[config.mk]
export PLATFORM = sky130hd
export DESIGN_NAME = osc_supervisor
export DESIGN_NICKNAME = d
export VERILOG_FILES = /design/src/rtl/osc_sup_pkg.sv /design/src/rtl/osc_edge_counter.sv /design/src/rtl/osc_supervisor.sv
export SDC_FILE = /design/constraint.sdc
export NUM_CORES = 1
export LEC_CHECK = 0
export ABC_AREA = 1
export CAP_MARGIN = 20
export CORE_ASPECT_RATIO = 1.4
export CORE_UTILIZATION = 56
export DETAILED_ROUTE_END_ITERATION = 16
export PLACE_DENSITY_LB_ADDON = 0.3
export SLEW_MARGIN = 10
export SYNTH_ARGS = -nofsm -noshare
export SYNTH_HDL_FRONTEND = slang
export SYNTH_SLANG_ARGS = --single-unit
export TNS_END_PERCENT = 100
[constraint.sdc]
create_clock -name clk -period 2.25 [get_ports clk]
set_input_delay 0.225 -clock clk [delete_from_list [all_inputs] [get_ports clk]]
set_output_delay 0.225 -clock clk [all_outputs]
set_load 0.01 [all_outputs]
[src/rtl/osc_sup_pkg.sv]
// ============================================================================
// osc_sup_pkg : shared state encoding and default constants for osc_supervisor
// Rev 1.0
// ============================================================================
`default_nettype none

package osc_sup_pkg;

  typedef enum logic [2:0] {
    IDLE    = 3'd0,
    STARTUP = 3'd1,
    MEASURE = 3'd2,
    CHECK   = 3'd3,
    KICK    = 3'd4,
    RUN     = 3'd5,
    FAULT   = 3'd6
  } state_t;

  localparam int DEF_CNT_W          = 16;
  localparam int DEF_TMR_W          = 16;
  localparam int DEF_GATE_CYCLES    = 1000;
  localparam int DEF_STARTUP_CYCLES = 4096;
  localparam int DEF_KICK_CYCLES    = 16;
  localparam int DEF_MAX_RETRY      = 3;

endpackage

`default_nettype wire

[src/rtl/osc_edge_counter.sv]
// ============================================================================
// osc_edge_counter : osc_in synchronizer, rising-edge detect, saturating count
// Rev 1.0
// ============================================================================
`default_nettype none

module osc_edge_counter
  import osc_sup_pkg::*;
#(
  parameter int CNT_W = DEF_CNT_W
) (
  input  logic             clk,
  input  logic             rst,
  input  logic             osc_in,
  input  logic             clr,
  input  logic             en,
  output logic [CNT_W-1:0] count
);

  logic s1, s2, s3;
  logic rise;

  assign rise = s2 & ~s3;

  always_ff @(posedge clk or posedge rst) begin
    if (rst) begin
      s1    <= 1'b0;
      s2    <= 1'b0;
      s3    <= 1'b0;
      count <= '0;
    end else begin
      s1 <= osc_in;
      s2 <= s1;
      s3 <= s2;
      if (clr)
        count <= '0;
      else if (en && rise && (count != {CNT_W{1'b1}}))
        count <= count + CNT_W'(1);
    end
  end

endmodule

`default_nettype wire

[src/rtl/osc_supervisor.sv]
// ============================================================================
// osc_supervisor : oscillator start-up, frequency check, retry/fault supervisor
// Optional OSC_SUP_MONITOR_EN: keep re-measuring after lock. Rev 1.0
// ============================================================================
`default_nettype none

module osc_supervisor
  import osc_sup_pkg::*;
#(
  parameter int CNT_W          = DEF_CNT_W,
  parameter int TMR_W          = DEF_TMR_W,
  parameter int GATE_CYCLES    = DEF_GATE_CYCLES,
  parameter int STARTUP_CYCLES = DEF_STARTUP_CYCLES,
  parameter int KICK_CYCLES    = DEF_KICK_CYCLES,
  parameter int MAX_RETRY      = DEF_MAX_RETRY
) (
  input  logic             clk,
  input  logic             rst,
  input  logic             start,
  input  logic             abort,
  input  logic             osc_in,
  input  logic [CNT_W-1:0] f_min,
  input  logic [CNT_W-1:0] f_max,
  output logic             osc_en,
  output logic [CNT_W-1:0] meas_count,
  output logic             meas_valid,
  output logic             locked,
  output logic             fault,
  output logic             busy,
  output logic [1:0]       retry_cnt
);

  localparam logic [TMR_W-1:0] STARTUP_LAST = TMR_W'(STARTUP_CYCLES - 1);
  localparam logic [TMR_W-1:0] GATE_LAST    = TMR_W'(GATE_CYCLES - 1);
  localparam logic [TMR_W-1:0] KICK_LAST    = TMR_W'(KICK_CYCLES - 1);
  localparam logic [1:0]       RETRY_LAST   = 2'(MAX_RETRY - 1);

  state_t           state;
  logic [TMR_W-1:0] timer;
  logic [CNT_W-1:0] count;
  logic             cnt_clr;
  logic             cnt_en;
  logic             pass;

  // Counter is held clear outside MEASURE, so every window starts from zero.
  assign cnt_en  = (state == MEASURE);
  assign cnt_clr = ~cnt_en;
  assign pass    = (count >= f_min) && (count <= f_max);

  osc_edge_counter #(
    .CNT_W (CNT_W)
  ) u_edge_counter (
    .clk    (clk),
    .rst    (rst),
    .osc_in (osc_in),
    .clr    (cnt_clr),
    .en     (cnt_en),
    .count  (count)
  );

  always_ff @(posedge clk or posedge rst) begin
    if (rst) begin
      state      <= IDLE;
      timer      <= '0;
      osc_en     <= 1'b0;
      meas_count <= '0;
      meas_valid <= 1'b0;
      locked     <= 1'b0;
      fault      <= 1'b0;
      busy       <= 1'b0;
      retry_cnt  <= 2'd0;
    end else begin
      meas_valid <= 1'b0;
      if (abort) begin
        state  <= IDLE;
        timer  <= '0;
        osc_en <= 1'b0;
        locked <= 1'b0;
        fault  <= 1'b0;
        busy   <= 1'b0;
      end else begin
        case (state)
          IDLE, FAULT: begin
            if (start) begin
              state     <= STARTUP;
              timer     <= '0;
              retry_cnt <= 2'd0;
              osc_en    <= 1'b1;
              fault     <= 1'b0;
              busy      <= 1'b1;
            end
          end
          STARTUP: begin
            if (timer == STARTUP_LAST) begin
              state <= MEASURE;
              timer <= '0;
            end else begin
              timer <= timer + TMR_W'(1);
            end
          end
          MEASURE: begin
            if (timer == GATE_LAST) begin
              state <= CHECK;
              timer <= '0;
            end else begin
              timer <= timer + TMR_W'(1);
            end
          end
          CHECK: begin
            meas_count <= count;
            meas_valid <= 1'b1;
            if (pass) begin
              locked <= 1'b1;
`ifdef OSC_SUP_MONITOR_EN
              // Already-locked windows chain straight into the next one.
              if (locked) begin
                state <= MEASURE;
              end else begin
                state <= RUN;
                busy  <= 1'b0;
              end
`else
              state <= RUN;
              busy  <= 1'b0;
`endif
            end else begin
              locked    <= 1'b0;
              osc_en    <= 1'b0;
              retry_cnt <= retry_cnt + 2'd1;
              if (retry_cnt == RETRY_LAST) begin
                state <= FAULT;
                fault <= 1'b1;
                busy  <= 1'b0;
              end else begin
                state <= KICK;
              end
            end
          end
          KICK: begin
            if (timer == KICK_LAST) begin
              state  <= STARTUP;
              timer  <= '0;
              osc_en <= 1'b1;
            end else begin
              timer <= timer + TMR_W'(1);
            end
          end
          RUN: begin
`ifdef OSC_SUP_MONITOR_EN
            state <= MEASURE;
            timer <= '0;
            busy  <= 1'b1;
`endif
          end
          default: state <= IDLE;
        endcase
      end
    end
  end

endmodule

`default_nettype wire

Word-level counts from Yosys, hierarchy flattened
Index checks and enable logic that the tools add are counted.
{"block": "totals", "ff_bits": 61, "in_bits": 37, "output_inout_bits": 23}
{"block": "op_classes", "add_sub_neg": 3, "magnitude_cmp": 2, "eq_ne": 22, "muxes": 38, "bitwise_logic": 3, "reduce_logical": 17}
{"operator": "16-bit 2-to-1 mux", "count": 7}
{"operator": "16-bit case mux with 4 select lines", "count": 1}
{"operator": "16-bit by 1-bit adder with 16-bit output, second input constant", "count": 2}
{"operator": "3-bit inequality test, second input constant", "count": 6}
{"operator": "3-bit case mux with 6 select lines", "count": 1}
{"operator": "16-bit by 10-bit == test with 1-bit output, second input constant", "count": 1}
{"operator": "16-bit by 12-bit == test with 1-bit output, second input constant", "count": 1}
{"operator": "16-bit by 4-bit == test with 1-bit output, second input constant", "count": 1}
{"operator": "16-bit >= comparator", "count": 1}
{"operator": "16-bit <= comparator", "count": 1}
{"operator": "1-bit 2-to-1 mux", "count": 16}
{"operator": "16-bit inequality test, second input constant", "count": 1}
{"operator": "3-bit 2-to-1 mux", "count": 5}
{"operator": "4-bit AND reduction", "count": 3}
{"operator": "3-bit == test, second input constant", "count": 3}
{"operator": "2-bit 2-to-1 mux", "count": 4}
{"operator": "2-bit inequality test, second input constant", "count": 4}
{"operator": "3-bit by 2-bit == test with 1-bit output, second input constant", "count": 2}
{"operator": "5-bit AND reduction", "count": 1}
{"operator": "5-bit nonzero test", "count": 1}
{"operator": "4-bit inequality test, second input constant", "count": 1}
{"operator": "1-bit case mux with 2 select lines", "count": 2}
{"operator": "2-bit case mux with 2 select lines", "count": 1}
{"operator": "2-bit AND reduction", "count": 2}
{"operator": "13 further kinds", "count": 17}

Logic depth before layout (Yosys ltp)
Gate-level depths: netlist of run 1.
{"block": "logic_depth", "ltp_word": 6, "ltp_mapped": 17, "ltp_nobuf": 17}

Cells and area by module
Synthesis of run 1 repeated with hierarchy kept, for this count alone.
{"block": "unflattened", "hier_cells": 568, "hier_area_um2": 4177.8}
{"mod": "osc_supervisor", "n_inst": 1, "cells_each": 423, "area_per_inst_um2": 3075.4, "seq_area_each_um2": 1051.0}
{"mod": "osc_edge_counter", "n_inst": 1, "cells_each": 145, "area_per_inst_um2": 1102.3, "seq_area_each_um2": 475.5}

Worst setup path after synthesis of run 1
Ideal clock, no wire load.
{"block": "synth_timing", "kind": "register to register", "startpoint": "register u_edge_counter.count[15]", "endpoint": "register retry_cnt[0]", "setup_time_ns": 0.117, "t_arrival_ns": 1.464, "required_time_ns": 2.133, "slack_ns": 0.669, "path_stages_with_launch": 11, "path_cell_list": "dfrtp_1 ha_1 nand2_1 nor3_1 nand2_1 nand2_1 nand2_1 nand3_1 nand2_1 nand2_1 nand2_1"}
{"block": "synth_via", "elab_chain_cells": 4, "elab_cells_between_ends": 5, "cone_classes": "2 x order compare; 1 x eq/ne; 2 x reduce/logical"}
{"item": "from (decl)", "line_no": "osc_edge_counter.sv:17", "source": "output logic [CNT_W-1:0] count"}
{"item": "from (signal assigned)", "line_no": "osc_edge_counter.sv:38", "source": "count <= count + CNT_W'(1);"}
{"item": "16-bit >= comparator or 16-bit <= comparator (tied branches)", "line_no": "osc_supervisor.sv:48", "source": "assign pass = (count >= f_min) && (count <= f_max);"}
{"item": "1-bit logical AND (*)", "line_no": "osc_supervisor.sv:48"}
{"item": "2-bit inequality test (no source line) (*)"}
{"item": "4-bit AND reduction (no source line) (*)"}
{"item": "to (signal assigned)", "line_no": "osc_supervisor.sv:129", "source": "retry_cnt <= retry_cnt + 2'd1;"}
{"item": "to (decl)", "line_no": "osc_supervisor.sv:30", "source": "output logic [1:0] retry_cnt"}
Every way passes the cells marked *; elsewhere a longest branch is shown, timed or not.
A chain may end at the register's enable or synchronous reset.

Worst setup path after layout of run 1
{"block": "layout_timing", "startpoint": "register u_edge_counter.count[12]", "endpoint": "register u_edge_counter.count[12]"}
{"block": "layout_via", "elab_chain_cells": 3, "elab_cells_between_ends": 6, "cone_classes": "1 x add/sub; 2 x eq/ne; 2 x mux; 1 x reduce/logical"}
{"item": "16-bit by 1-bit adder with 16-bit output or 16-bit inequality test (tied branches)", "line_no": "osc_edge_counter.sv:38, osc_edge_counter.sv:37"}
{"item": "16-bit 2-to-1 mux or 1-bit logical AND (tied branches)", "line_no": "osc_edge_counter.sv:37", "source": "else if (en && rise && (count != {CNT_W{1'b1}}))"}
{"item": "16-bit 2-to-1 mux or 2-bit inequality test (tied branches)"}
Several ways; a longest one is shown, not always the timed one. The select of a mux whose other input is x is not followed.

==> flow_summary.toml, run 1 <==
[die]
pin_count = 60
dieArea_um2 = 8020
core_area_um2 = 7361
dieWidth_um = 75.98
start_util_pct = 58.29
placementRows = 37
die_h_um = 105.6

[yosys]
synth_common_cells = "nand2_1, inv_1, dfrtp_1, nand3_1, ha_1"
synth.avg_cell_area_um2 = 7.260
synth_mux_area_share_pct = 0
synth_ff_type = "dfrtp_1"
synth_area_um2 = 4290
ys_top_cells_by_area = "dfrtp_1, nand2_1, ha_1, inv_1, nand3_1"
async_reset_ff_share_pct = 100.0
synth_edf_count = 0
yosysSeqAreaShare_pct = 35.58
synth.largest_area_cell = "dfrtp_1"
synth-seq-cells = 61
synth-compound-area-share_pct = 10.41
netlist.area_leader.share_pct = 35.58
synth_top_family_by_area = "simple AND/OR/NAND/NOR gates"
synth-simple-area-share_pct = 30.59
synth_nets = 663
yosysWarnings = 0
synth_xor_area_share_pct = 2.858
syn-instance-count = 591
synthAdderAreaFrac_pct = 10.21
yosysMostFrequentCell = "nand2_1"
synth.distinct_cells = 34

[clock_network]
cts_resized = 0
clock_latency_ns = 0.34
numCtsBuffers = 9
cts_hold_buffers = 0
clock_path_buffers = 2
path_clk_slew_ns = 0.07
root_buffer = "clkbuf_8"
cts_tree = "done"
htreeDepth = 3
cts_setup_buffers = 0
cts_sinks = 61

[placed_design]
place_worst_setup_slack_ns = 0.08627
dpl.cell_count = 742
port_buffers = 59
placement.cell_area_um2 = 4997
hpwl_um = 8332
gp_congestion = 0.9036

[global_routing]
grt_usage_pct = 28.57
grt_pass1_wl_um = 17970
grt_pass1_vias = 4103
antenna_found_initial = 0
grt_max_degree = 62
overflow = 0

[detailed_routing]
dr.pass1.iters = 5
via_per_inst = 5.534
ant_nets = 0
initialDrtViolationCount = 388
num_vias = 4195
wl_per_cell_um = 14.37
drc = 0
totalWireLength_um = 10900

[timing]
slew_headroom_pct = 65.87
rsz0062_at_grt = "false"
hold-worst-slack_ns = 0.2623
period_share_pct = 89.79
worst_pin_slew_ns = 0.5080
tns_ns = 0
period_needed_ns = 2.020
finalSetupViolCount = 0
clock_skew_ns = 0.009010
fmax_ghz = 0.4950
maxSlewViolCount = 0
setup_slack_ns = 0.2296
finalHoldViolCount = 0

[power]
ir_worst_vdd_mv = 0.5776
power.leakage_nw = 2.521
power_mw = 3.731
power_per_cell_area_nw_per_um2 = 719.0

[finish]
antenna_cells = 0
area_growth_pct = 20.94
fillers = 594
multiInputGateArea_um2 = 2320
layout-drive-gt1-share_pct = 8.472
fin_area_um2 = 5189
fin_util_pct = 70.49
final_cells = 758
fin_nets = 728
seqCellArea_um2 = 1526

[setup_path]
crit_type = "reg -> reg"
crit_fanout = 12
required_ns = 2.50
end_kind = "flip-flop"
start_kind = "flip-flop"
cp.arrival_ns = 2.27

[status]
status = "completed"

[job]
cap_viol_max_count = 0

[min_path]
hold_path.class = "in -> async"
[final timing paths]
check	slack, ns	depth (start not counted)	from	end
setup / recovery	0.23	8	u_edge_counter.count[12]	u_edge_counter.count[12]
hold / removal	0.26	3	rst	timer[8]
setup reg to reg	0.23	8	u_edge_counter.count[12]	u_edge_counter.count[12]
hold reg to reg	0.36	0	u_edge_counter.s1	u_edge_counter.s2
max in group asynchronous	1.73	3	rst	timer[11]
min in group clk	0.33	1	osc_in	u_edge_counter.s1
[kinds of logic (layout without fill, tap and decap cells)]
logic type      count (synthesis)  count (layout)
simple gates                  285             285
buf+inv                       114             184
compound gates                 82              82
flops                          61              61
fa+ha+maj                      35              35
xor+xnor                       14              14
[worst max-delay path: stages (launching register included)]
cell	delay, ns
dfrtp_1	0.54
inv_1	0.15
nor3_1	0.38
nand3_1	0.13
nand3_1	0.14
nand2_1	0.25
inv_1	0.19
nand2_1	0.07
o31ai_1	0.08
[where the power goes]
group | internal, mW | switching, mW
logic | 0.570 | 0.773
registers | 1.28 | 0.145
clock network | 0.534 | 0.425
[registers in the layout (all words and copies together) (netlist names)]
| signal | count |
|---|---|
| busy | 1 |
| fault | 1 |
| locked | 1 |
| meas_count | 16 |
| meas_valid | 1 |
| osc_en | 1 |
| retry_cnt | 2 |
| state | 3 |
| timer | 16 |
| u_edge_counter.count | 16 |
| u_edge_counter.s1 | 1 |
| u_edge_counter.s2 | 1 |
| u_edge_counter.s3 | 1 |
[cells in the final DEF, fill, tap and decap left out, types with 2 or more instances in the layout]
cell and count:
a21oi_1 28, buf_4 3, clkbuf_8 10, clkdlybuf4s50_1 59, clkinv_1 2, clkinv_2 4
dfrtp_1 61, ha_1 35, inv_1 89, inv_2 13, nand2_1 150, nand2_2 6
nand3_1 44, nand3_2 3, nand4_1 14, nor2_1 31, nor2_2 6, nor2_4 5
nor3_1 17, nor4_1 6, o211ai_1 4, o21ai_0 25, o21ai_1 16, o311ai_0 2
o31ai_1 2, xor2_1 14
[routing by layer]
| layer | GRT usage, % | vias up | wire, um |
|---|---|---|---|
| met2 | 54.55 | 152 | 5801 |
| met5 | 0 | - | 0 |
| met3 | 4.069 | 47 | 489 |
| met4 | 16.35 | 0 | 536 |
| met1 | 29.40 | 1946 | 4068 |
| li1 | - | 2050 | - |
[cell type report]
cell class                 instances  area share, %
inverter                         105          7.644
clock inverter                     5         0.9646
sequential                        61          29.42
clock buffer                      11          2.725
multi-input combinational        416          44.71
tap                               97          2.339
timing repair buffer              63          12.20
No activity file was read; power rests on OpenSTA's default activity.
==> run 2, diff against run 1 <==
--- a/config.mk
+++ b/config.mk
@@ -10,6 +10,7 @@
 export CORE_ASPECT_RATIO = 1.4
 export CORE_UTILIZATION = 56
 export DETAILED_ROUTE_END_ITERATION = 16
+export GPL_TIMING_DRIVEN = 1
 export PLACE_DENSITY_LB_ADDON = 0.3
 export SLEW_MARGIN = 10
 export SYNTH_ARGS = -nofsm -noshare
==> constraint.sdc (replaced) <==
create_clock -name clk -period 2.25 [get_ports clk]
set_input_delay 0.5625 -clock clk [delete_from_list [all_inputs] [get_ports clk]]
set_output_delay 0.5625 -clock clk [all_outputs]
set_load 0.01 [all_outputs]
==> run 2 against run 1 <==
Critical path depth is 6 higher. Worst setup slack worse by 0.071 ns. Non-clock buffer count is 2 higher. Via count is 0.45% lower. Worst hold slack better by 0.11 ns. Clock skew is 0.0013 ns higher. Maximum frequency is 3.4% lower. Largest power group unchanged. Highest routed layer unchanged.
==> flow_summary.toml, run 2 (synthesized netlist as in run 1, its figures left out) <==
[status]
status = "completed"

[setup_path]
end_kind = "flip-flop"
crit_type = "in -> reg"
start_kind = "input port"
crit_fanout = 4
cp.arrival_ns = 2.33
reg2reg_slack_ns = 0.17
required_ns = 2.49

[global_routing]
overflow = 0
grt_pass1_vias = 4268
grt-busiest-layer = "met2"
antenna_found_initial = 0
grtUsageMet3_pct = 5.108
grtUsageMet1_pct = 30.00
grt_usage_pct = 29.76
grt_use_met2_pct = 56.69
grt_max_degree = 62
grt_pass1_wl_um = 18710

[detailed_routing]
wl_per_cell_um = 14.91
drc = 0
num_vias = 4176
totalWireLength_um = 11330
ant_nets = 0
initialDrtViolationCount = 307
via_per_inst = 5.495
dr.pass1.iters = 5

[finish]
area_growth_pct = 21.26
final_common_cell = "nand2_1"
fin_util_pct = 70.68
fillers = 593
antenna_cells = 0
layout-drive-gt1-share_pct = 9.201
reg_top3 = "meas_count (16), timer (16), u_edge_counter.count (16)"
fin_area_um2 = 5202
final_cell_mix = "nand2_1, inv_1, dfrtp_1"
fin_nets = 730

[power]
ir_worst_vdd_mv = 0.6501
swShare_pct = 37.39
p_seq_share_pct = 38.6
p_switching_mw = 1.379
p_comb_share_pct = 37.1
power.leakage_nw = 2.521
power_per_cell_area_nw_per_um2 = 709.1
p_int_mw = 2.310
p_clk_share_pct = 24.3

[clock_network]
htreeDepth = 3
numCtsBuffers = 9
clock_path_buffers = 2
clock_latency_ns = 0.35
cts_setup_buffers = 0
cts_hold_buffers = 0
cts_sinks = 61
root_buffer = "clkbuf_8"
cts_resized = 0
path_clk_slew_ns = 0.07
cts_tree = "done"

[timing]
slew_headroom_pct = 67.34
rsz0062_at_grt = "false"
finalSetupViolCount = 0
period_needed_ns = 2.091
maxSlewViolCount = 0
finalHoldViolCount = 0
worst_pin_slew_ns = 0.4891
period_share_pct = 92.95
clock_skew_ns = 0.01032
tns_ns = 0
fmax_ghz = 0.4781

[die]
start_util_pct = 58.29
dieArea_um2 = 8020
core_area_um2 = 7361
die_h_um = 105.6
pin_count = 60
placementRows = 37
dieWidth_um = 75.98

[placed_design]
port_buffers = 59
gp_congestion = 0.8960
placement.cell_area_um2 = 5012
hpwl_um = 8547

[min_path]
hold_path.class = "reg -> reg"

[job]
cap_viol_max_count = 0
[run 2: area by class of cell]
type,count,area [um2],area share [%]
Clock buffer,12,155.1,2.982
Inverter,105,396.6,7.624
Timing Repair Buffer,65,648.1,12.46
Sequential cell,61,1526,29.34
Tap cell,97,121.4,2.333
Clock inverter,4,22.52,0.4329
Multi-Input combinational cell,416,2332,44.83
[run 2: power by group through the flow]
stage	Sequential [mW]	Clock, mW	Combinational (mW)
6_report	1.42	0.897	1.37
5_1_grt	1.44	0.953	1.50
4_1_cts	1.42	0.911	1.37
3_5_place_dp	1.44	0	1.35
3_3_place_gp	1.43	0	1.31
2_1_floorplan	1.49	0	0.721
[run 2: metal layers]
layer	wire [um]	part of all wire, %
met4	488	4.3
met3	455	4.0
met1	4258	38
met2	6128	54
met5	0	0
[run 2: worst max-delay path, stage by stage]
cell and delay, ns:
clkdlybuf4s50_1 0.45, inv_1 0.04, ha_1 0.30, nand2_1 0.08, inv_1 0.04, nor2_1 0.09, o21a_1 0.12, nand2_1 0.09
nand2_1 0.07, nand2_1 0.12, nand3_2 0.13, nand2_1 0.08, nand2_1 0.08, nand2_1 0.06
[run 2: per-stage QoR]
step	power (mW)	hold slack (ns)	cells	worst slack, ns
final	3.689	0.3680	760	0.1586
after global placement	2.747	0.3577	744	-0.1870
after CTS	3.703	0.3737	760	0.1051
after global routing	3.901	0.3736	760	0.02026
after floorplan	2.210	0.3312	591	0.1745
after detailed placement	2.794	0.3588	744	-0.2595
[run 2: final timing paths]
| path | depth (start not counted) | end | start |
|---|---|---|---|
| min reg2reg | 0 | u_edge_counter.s2 | u_edge_counter.s1 |
| min | 0 | u_edge_counter.s2 | u_edge_counter.s1 |
| max | 14 | retry_cnt[0] | f_min[7] |
| max reg2reg | 8 | u_edge_counter.count[12] | u_edge_counter.count[12] |
| min in group asynchronous | 3 | u_edge_counter.count[5] | rst |
| max in group asynchronous | 3 | timer[4] | rst |
